==> config.mk <==
export PLATFORM = sky130hd
export DESIGN_NAME = rr_arb_lock
export DESIGN_NICKNAME = d
export VERILOG_FILES = /design/src/rtl/rr_arb_lock.sv
export SDC_FILE = /design/constraint.sdc
export NUM_CORES = 1
export LEC_CHECK = 0
export ABC_CLOCK_PERIOD_IN_PS = 2000
export CAP_MARGIN = 20
export CORE_MARGIN = 1
export CORE_UTILIZATION = 51
export CTS_CLUSTER_SIZE = 8
export DETAILED_ROUTE_END_ITERATION = 10
export GPL_ROUTABILITY_DRIVEN = 0
export PLACE_DENSITY = 0.81
export SETUP_SLACK_MARGIN = 0.15
export SLEW_MARGIN = 5
export SYNTH_ARGS = -nofsm -noshare
export SYNTH_HDL_FRONTEND = slang
export SYNTH_SLANG_ARGS = --single-unit
export TNS_END_PERCENT = 30
==> constraint.sdc <==
create_clock -name clk -period 2 [get_ports clk]
set_input_delay 0.2 -clock clk [delete_from_list [all_inputs] [get_ports clk]]
set_output_delay 0.2 -clock clk [all_outputs]
set_load 0.01 [all_outputs]
==> src/rtl/rr_arb_lock.sv <==
// -----------------------------------------------------------------------------
// rr_arb_lock
//
// Round-robin arbiter in front of a shared resource that has one owner at a
// time. In IDLE it picks the first requester at or after the priority pointer
// (wrapping around) and grants it on the next edge. In BUSY it holds that
// grant, ignoring reqs, until the owner raises done or the hold limit is
// reached. Either kind of release moves the pointer one past the old owner,
// so every requester gets a fair turn. A forced release also raises timeout
// for one cycle. Every output is a register, so no input reaches an output
// without passing through a flop.
//
// Ports
//   clk        rising-edge clock
//   reset      synchronous active-high reset; overrides everything else
//   reqs       request vector, bit i = requester i wants the resource
//   done       owner releases the resource (looked at only in BUSY)
//   grant      one-hot grant, all zero when nobody owns the resource
//   grant_idx  index of the current owner, 0 when nobody owns it
//   grant_val  high iff grant is nonzero
//   timeout    one-cycle pulse on the first idle cycle after a forced release
// -----------------------------------------------------------------------------
module rr_arb_lock #(
  parameter int nreqs    = 4,   // number of requesters, >= 2
  parameter int max_hold = 16   // longest grant in cycles, >= 2
) (
  input  logic                     clk,
  input  logic                     reset,
  input  logic [nreqs-1:0]         reqs,
  input  logic                     done,
  output logic [nreqs-1:0]         grant,
  output logic [$clog2(nreqs)-1:0] grant_idx,
  output logic                     grant_val,
  output logic                     timeout
);

  localparam int IW = $clog2(nreqs);
  localparam int CW = $clog2(max_hold);

  typedef logic [IW-1:0] idx_t;
  typedef logic [CW-1:0] cnt_t;

  typedef enum logic {
    IDLE = 1'b0,
    BUSY = 1'b1
  } state_t;

  localparam idx_t IDX_LAST = idx_t'(nreqs - 1);
  localparam cnt_t CNT_LAST = cnt_t'(max_hold - 1);

  state_t           state, state_nxt;
  idx_t             ptr, ptr_nxt;
  cnt_t             cnt, cnt_nxt;
  logic [nreqs-1:0] grant_nxt;
  idx_t             grant_idx_nxt;
  logic             grant_val_nxt;
  logic             timeout_nxt;

  // Rotating priority encode: walk the indices starting at ptr and wrapping
  // around, and keep the first one that is requesting. sel_found equals
  // |reqs, and sel_idx is meaningful only when sel_found is high.
  logic sel_found;
  idx_t sel_idx;

  always_comb begin
    // NOTE: every variable written in always_comb gets a value before any
    // branch; otherwise a path that skips the assignment infers a latch.
    sel_found = 1'b0;
    sel_idx   = '0;
    for (int k = 0; k < nreqs; k++) begin
      if (!sel_found && reqs[(int'(ptr) + k) % nreqs]) begin
        sel_found = 1'b1;
        sel_idx   = idx_t'((int'(ptr) + k) % nreqs);
      end
    end
  end

  // Pointer after a release: one past the owner, and back to 0 after the last.
  idx_t ptr_after_owner;
  assign ptr_after_owner = (grant_idx == IDX_LAST) ? '0 : grant_idx + 1'b1;

  // Next-state and next-output logic. The outputs go to registers here, which
  // keeps them free of glitches and of combinational paths from the inputs.
  always_comb begin
    state_nxt     = state;
    ptr_nxt       = ptr;
    cnt_nxt       = cnt;
    grant_nxt     = grant;
    grant_idx_nxt = grant_idx;
    grant_val_nxt = grant_val;
    timeout_nxt   = 1'b0;

    unique case (state)
      IDLE: begin
        // done means nothing here; only a pending request moves us on.
        if (sel_found) begin
          state_nxt          = BUSY;
          grant_nxt          = '0;
          grant_nxt[sel_idx] = 1'b1;
          grant_idx_nxt      = sel_idx;
          grant_val_nxt      = 1'b1;
          cnt_nxt            = '0;
        end
      end

      BUSY: begin
        // cnt counts the grant cycles already used, so at CNT_LAST the owner
        // is in its max_hold-th cycle. When done arrives on that same cycle
        // it counts as a normal release and no timeout is flagged.
        if (done || (cnt == CNT_LAST)) begin
          state_nxt     = IDLE;
          grant_nxt     = '0;
          grant_idx_nxt = '0;
          grant_val_nxt = 1'b0;
          cnt_nxt       = '0;
          ptr_nxt       = ptr_after_owner;
          timeout_nxt   = !done;
        end else begin
          cnt_nxt = cnt + 1'b1;
        end
      end

      default: begin
        state_nxt     = IDLE;
        grant_nxt     = '0;
        grant_idx_nxt = '0;
        grant_val_nxt = 1'b0;
        cnt_nxt       = '0;
      end
    endcase
  end

  always_ff @(posedge clk) begin
    // NOTE: sequential state uses non-blocking assignments, so each register
    // sees the values from before this edge no matter what order the
    // statements are in.
    if (reset) begin
      // Reset wins over everything. It also drops a live grant with no
      // timeout pulse, because timeout is cleared here as well.
      state     <= IDLE;
      ptr       <= '0;
      cnt       <= '0;
      grant     <= '0;
      grant_idx <= '0;
      grant_val <= 1'b0;
      timeout   <= 1'b0;
    end else begin
      state     <= state_nxt;
      ptr       <= ptr_nxt;
      cnt       <= cnt_nxt;
      grant     <= grant_nxt;
      grant_idx <= grant_idx_nxt;
      grant_val <= grant_val_nxt;
      timeout   <= timeout_nxt;
    end
  end

  // Structural invariants of the grant outputs.
  a_grant_onehot0: assert property (@(posedge clk) disable iff (reset)
    $onehot0(grant));
  a_grant_val: assert property (@(posedge clk) disable iff (reset)
    grant_val == (|grant));
  a_grant_idx: assert property (@(posedge clk) disable iff (reset)
    grant_val |-> grant[grant_idx]);
  a_timeout_idle: assert property (@(posedge clk) disable iff (reset)
    !(timeout && grant_val));

endmodule

### After elaboration in Yosys (flattened, before gate mapping)

Cells that the tools add are included.

| operators by class | value |
|---|---|
| add/subtract/negate cells | 5 |
| magnitude comparators | 6 |
| eq/ne operators | 4 |
| muxes and demuxes | 37 |
| bitwise logic cells | 5 |
| reduce and logical (&&, ||, !) cells | 15 |

Operator list:

| cell | number |
|---|---|
| $mux W1 | 16 |
| $mux W4 | 4 |
| $pmux W4 S2 | 2 |
| $mux W2 | 7 |
| $lt A3 B4 Y1 const B | 3 |
| $bmux W1 S2 | 4 |
| $lt A2 B3 Y1 const B | 2 |
| $reduce_or A2 Y1 | 3 |
| $add A2 B1 Y2 const B | 2 |
| $add A2 B2 Y2 const B | 2 |
| $add A4 B1 Y4 const B | 1 |
| $eq A4 B4 Y1 const B | 1 |
| $logic_and A1 B1 Y1 | 4 |
| $logic_not A1 Y1 | 4 |
| $pmux W1 S2 | 2 |
| $pmux W2 S2 | 1 |
| $reduce_and A2 Y1 | 2 |
| $and A1 B1 Y1 const A | 3 |
| $reduce_or A3 Y1 | 1 |
| $demux W1 S2 | 1 |
| $eq A2 B2 Y1 const B | 1 |
| $ge A2 B1 Y1 const B | 1 |
| $ne A2 B1 Y1 const B | 1 |
| $ne A2 B2 Y1 const B | 1 |
| 2 further kinds | 3 |

| storage, ports and cells | value |
|---|---|
| bits in registers | 15 |
| input bits | 7 |
| output and inout port bits | 8 |
| word-level logic and storage cells | 79 |

### Depth between registers and ports, before layout

| logic depth | value |
|---|---|
| word-level depth | 20 |
| mapped depth | 5 |
| gate-level depth less buffers | 5 |

### Least setup slack after synthesis

OpenSTA, ideal clock, no wires.

| timing | value |
|---|---|
| kind | reg-to-reg |
| start | reg cnt[0] |
| end | reg grant_idx[0] |
| setup time | 0.117 ns |
| arrival | 1.223 ns |
| data required time | 1.883 ns |
| path slack | 0.660 ns |
| stages on the path, launching flop included | 6 |
| buffers on the path | 0 |
| clock period less this slack | 1.340 ns |
| cells stage by stage | dfxtp_1 ha_1 and3_1 nor2_1 o21ba_4 a22o_1 |

| between the ends | value |
|---|---|
| word-level cells in the longest chain between the ends | 4 |

RTL lines:

| item | RTL line | RTL |
|---|---|---|
| from (decl) | 53 | `cnt_t cnt, cnt_nxt;` |
| from (signal assigned) | 150 | `cnt <= cnt_nxt;` |
| $eq A4 B4 Y1 | 110 | `if (done \|\| (cnt == CNT_LAST)) begin` |
| $logic_or A1 B1 Y1 | 110 |  |
| $ne A2 B1 Y1 (no line) | - |  |
| $reduce_and A2 Y1 (no line) | - |  |
| to (signal assigned) | 152 | `grant_idx <= grant_idx_nxt;` |
| to (decl) | 32 | `output logic [$clog2(nreqs)-1:0] grant_idx,` |

Every way passes these cells.
A chain may end at the register's enable or synchronous reset.

### Final worst setup path

Ends and elaborated chain as after synthesis.

==> flow_summary.rst <==
.. list-table::
   :header-rows: 1

   * - Metric
     - Value
   * - Commonest non-fill, non-tap cell in the layout
     - sky130_fd_sc_hd__dfxtp_1
   * - Area added between synthesis and finish
     - 28.1%
   * - Number of top-level pins
     - 15
   * - GR Util met3
     - 5.20%
   * - CP arrival
     - 1.64 ns
   * - Number of remaining DRC errors
     - 0
   * - Routed WL
     - around 1300 um
   * - Number of sinks on the clock net
     - 15
   * - Vias in the first global route
     - 506
   * - Switching power total
     - 0.153 mW
   * - RR Endpoint
     - grant_idx[0]
   * - Hold Violations, Final
     - 0
   * - Part of the total power dissipated in sequential elements
     - 54.1%
   * - Hold wc startpoint
     - grant[0]
   * - Root cell of the clock tree
     - sky130_fd_sc_hd__clkbuf_4
   * - WL per Instance
     - approximately 13 um
   * - Die Outline Area
     - 1510 um^2
   * - Total congestion overflow
     - 0
   * - Initial antenna violation count
     - 0
   * - First-pass detailed-route iteration total
     - 4
   * - Clock latency on the worst-skew pair
     - 0.28 ns
   * - Number of antenna cells inserted
     - 0
   * - Met1 track demand over resource in global routing
     - 29.9%
   * - Worst Slack Setup Final
     - 0.545 ns
   * - Count of routing violations after the opening detailed-route iteration
     - 15
   * - Reg2reg setup slack
     - 0.55 ns
   * - Number of hold-repair buffers added at the cts stage
     - 0
   * - Static Leakage
     - between 0.3 and 0.4 nW
   * - Internal power
     - roughly 0.45 mW
   * - Maximum resistive drop on vdd
     - 0.000479 V
   * - Vias/cell
     - around 5.8
   * - Critical path capture point type
     - register
   * - Power density over the cells
     - 675 nW/um^2
   * - Net count after synthesis
     - a little over 80
   * - Share of synthesized area occupied by flip-flops and latches
     - roughly 43%
   * - Global-route wire length before repair
     - 2210 um
   * - Hold/Removal Path Class
     - reg2reg
   * - Share of the synthesized area in the top cell type
     - 43.2%
   * - Placed inst area
     - around 860 um^2
   * - Core region area
     - ~1200 um^2
   * - Deepest level of the CTS H-tree
     - 1
   * - Die Y
     - between 30 and 40 um
   * - Measured slew at the worst slew-check pin
     - ~0.34 ns
   * - Worst hold slack
     - around 0.48 ns
   * - Cell count of the worst reg-to-reg path
     - 5
   * - Post-route fraction of the period consumed by the critical path
     - 72.7%
   * - Maximum clock insertion buffer count
     - 2
   * - Worst-case setup slack after placement
     - around 0.31 ns
   * - Final #Nets
     - 101
   * - Clock tree skew after final layout
     - around 0.0045 ns
   * - Syn Inst Count
     - 72
   * - Headroom to the max-slew limit
     - 77.2%
   * - Count of final setup violators
     - 0
   * - Fraction of power consumed by the clock network
     - 28.4%
   * - Die Span X
     - 38.9 um
   * - Post-CTS setup buffers
     - 0
   * - Netlist cell types
     - 34
   * - Clock slew at the register clock pins of the worst setup and hold paths
     - 0.09 ns
   * - Commonest non-fill, non-tap cells in the layout
     - sky130_fd_sc_hd__dfxtp_1 (15), sky130_fd_sc_hd__clkdlybuf4s50_1 (14), sky130_fd_sc_hd__nor2_1 (9)
   * - Clock period minus final worst setup slack
     - 1.45 ns
   * - Post-synth EDFFs
     - 0
   * - Hold-critical path endpoint
     - grant[0]
   * - Synthesized area per cell
     - 9.64 um^2
   * - Number of vias after detailed routing
     - 604
   * - Endpoint required time on the critical path
     - 2.18 ns
   * - Total negative setup slack
     - 0 ns
   * - Initial Util
     - roughly three fifths
   * - Yosys warning count
     - 0
   * - Port Buffer Count
     - 14
   * - Residual antenna-violating net count after detailed routing
     - 0
   * - Cell types occupying the most area after synthesis
     - sky130_fd_sc_hd__dfxtp_1 (43%), sky130_fd_sc_hd__a32o_1 (5.8%), sky130_fd_sc_hd__nor2_1 (4.9%), sky130_fd_sc_hd__a21oi_1 (3.6%), sky130_fd_sc_hd__ha_1 (3.6%)
   * - Max-cap viol count
     - 0
   * - Max Slew Vio Count
     - 0
   * - Global-route total usage across every layer
     - between 20% and 30%
   * - Sw frac
     - 25.5%
   * - Hold path depth
     - 1
   * - Combinational group share of total power
     - 17.5%
   * - Count of cells resized by post-cts repair
     - 0
   * - Half-perimeter wire length after placement
     - 1060 um
   * - Post-route design area
     - 890 um^2
   * - Clock buffers created by TritonCTS
     - 3
   * - Met2 Resource Use GR
     - 32.9%
   * - CTS tree
     - done
   * - Post-Syn Area
     - between 600 and 700 um^2
   * - Top achievable clock speed
     - 687 MHz
   * - Standard-cell row count
     - 12
   * - Crit Path Max Fanout
     - 5
   * - Prevailing post-synth register cell
     - sky130_fd_sc_hd__dfxtp_1
   * - Category of the worst setup path launch point
     - register
   * - Worst flop-to-flop path startpoint
     - cnt[0]
   * - Worst setup path category
     - reg2reg
   * - RSZ-0062 raised after global routing
     - no
   * - Layout cell share with drive strength beyond 1
     - 9.89%
   * - Post-synthesis register bit count
     - 15
   * - Post-synth top area cell
     - sky130_fd_sc_hd__dfxtp_1
   * - Maximum number of pins on one net before global-route repair
     - 9
   * - Asr flop ratio synth
     - 0%
   * - Result of the run
     - finished clean
   * - Global-route layer with the greatest usage
     - met2
==> sequential cells by signal, indices dropped and copies added (netlist names) <==
register / flops
cnt: 4
state: 1
grant: 4
timeout: 1
ptr: 2
grant_val: 1
grant_idx: 2
==> metal layers <==
metal / part of all wire (%) / up-vias
met5: 0 / -
met4: 1.6 / 0
met3: 3.5 / 4
li1: - / 316
met2: 44 / 17
met1: 51 / 267
==> worst max-delay path by stage <==
stage                     slack (ns)  cells past startpoint    start           end
final                           0.55                      5   cnt[0]  grant_idx[0]
after global routing            0.47                      5  reqs[2]      grant[3]
after CTS                       0.55                      5   cnt[0]  grant_idx[0]
after detailed placement        0.31                      5  reqs[0]      grant[3]
after global placement          0.32                      5  reqs[0]  grant_idx[0]
after floorplan                 0.66                      5   cnt[0]  grant_idx[0]
==> cells by family (layout without fill, tap and decap cells) <==
kind of cell    count (synthesis)  after routing  synth area share (%)
simple gates                   27             27                  22.7
compound gates                 25             25                  27.9
flops                          15             15                  43.2
fa+ha+maj                       2              2                  3.60
buf+inv                         2             21                  1.08
mux                             1              1                  1.44
==> synthesized netlist by cell type (all sizes together) (2+ instances only) <==
cell type  instances
nor3               4
a21oi              5
nor2               9
dfxtp             15
nor2b              4
a32o               4
ha                 2
nand2              2
o21ai              4
==> final cells by class <==
cell class                 instances  area, um^2
multi-input combinational         55         387
clock buffer                       4        26.3
sequential                        15         300
timing repair buffer              16         155
fill                              81         297
tap                               14        17.5
inverter                           1        3.75
==> metrics by stage <==
step	power, mW	cells	utilization [%]
final	0.600	105	75.0
after global routing	0.627	105	75.0
after CTS	0.605	105	75.0
after detailed placement	0.437	101	72.8
after global placement	0.435	101	72.8
after floorplan	0.385	72	-
==> critical path, cell delays in order, from the launching register on <==
cell                      delay, ns
sky130_fd_sc_hd__dfxtp_1       0.38
sky130_fd_sc_hd__ha_1          0.20
sky130_fd_sc_hd__and3_1        0.23
sky130_fd_sc_hd__nor2_1        0.11
sky130_fd_sc_hd__o21ba_4       0.23
sky130_fd_sc_hd__a22o_1        0.22
==> power groups by stage <==
stage	registers (mW)	clock network, mW	logic, mW
after floorplan	0.334	0	0.0512
after global placement	0.331	0	0.104
after detailed placement	0.332	0	0.105
after CTS	0.325	0.175	0.106
after global routing	0.327	0.185	0.115
final	0.325	0.170	0.105
Power figures use the tool's default switching activity.
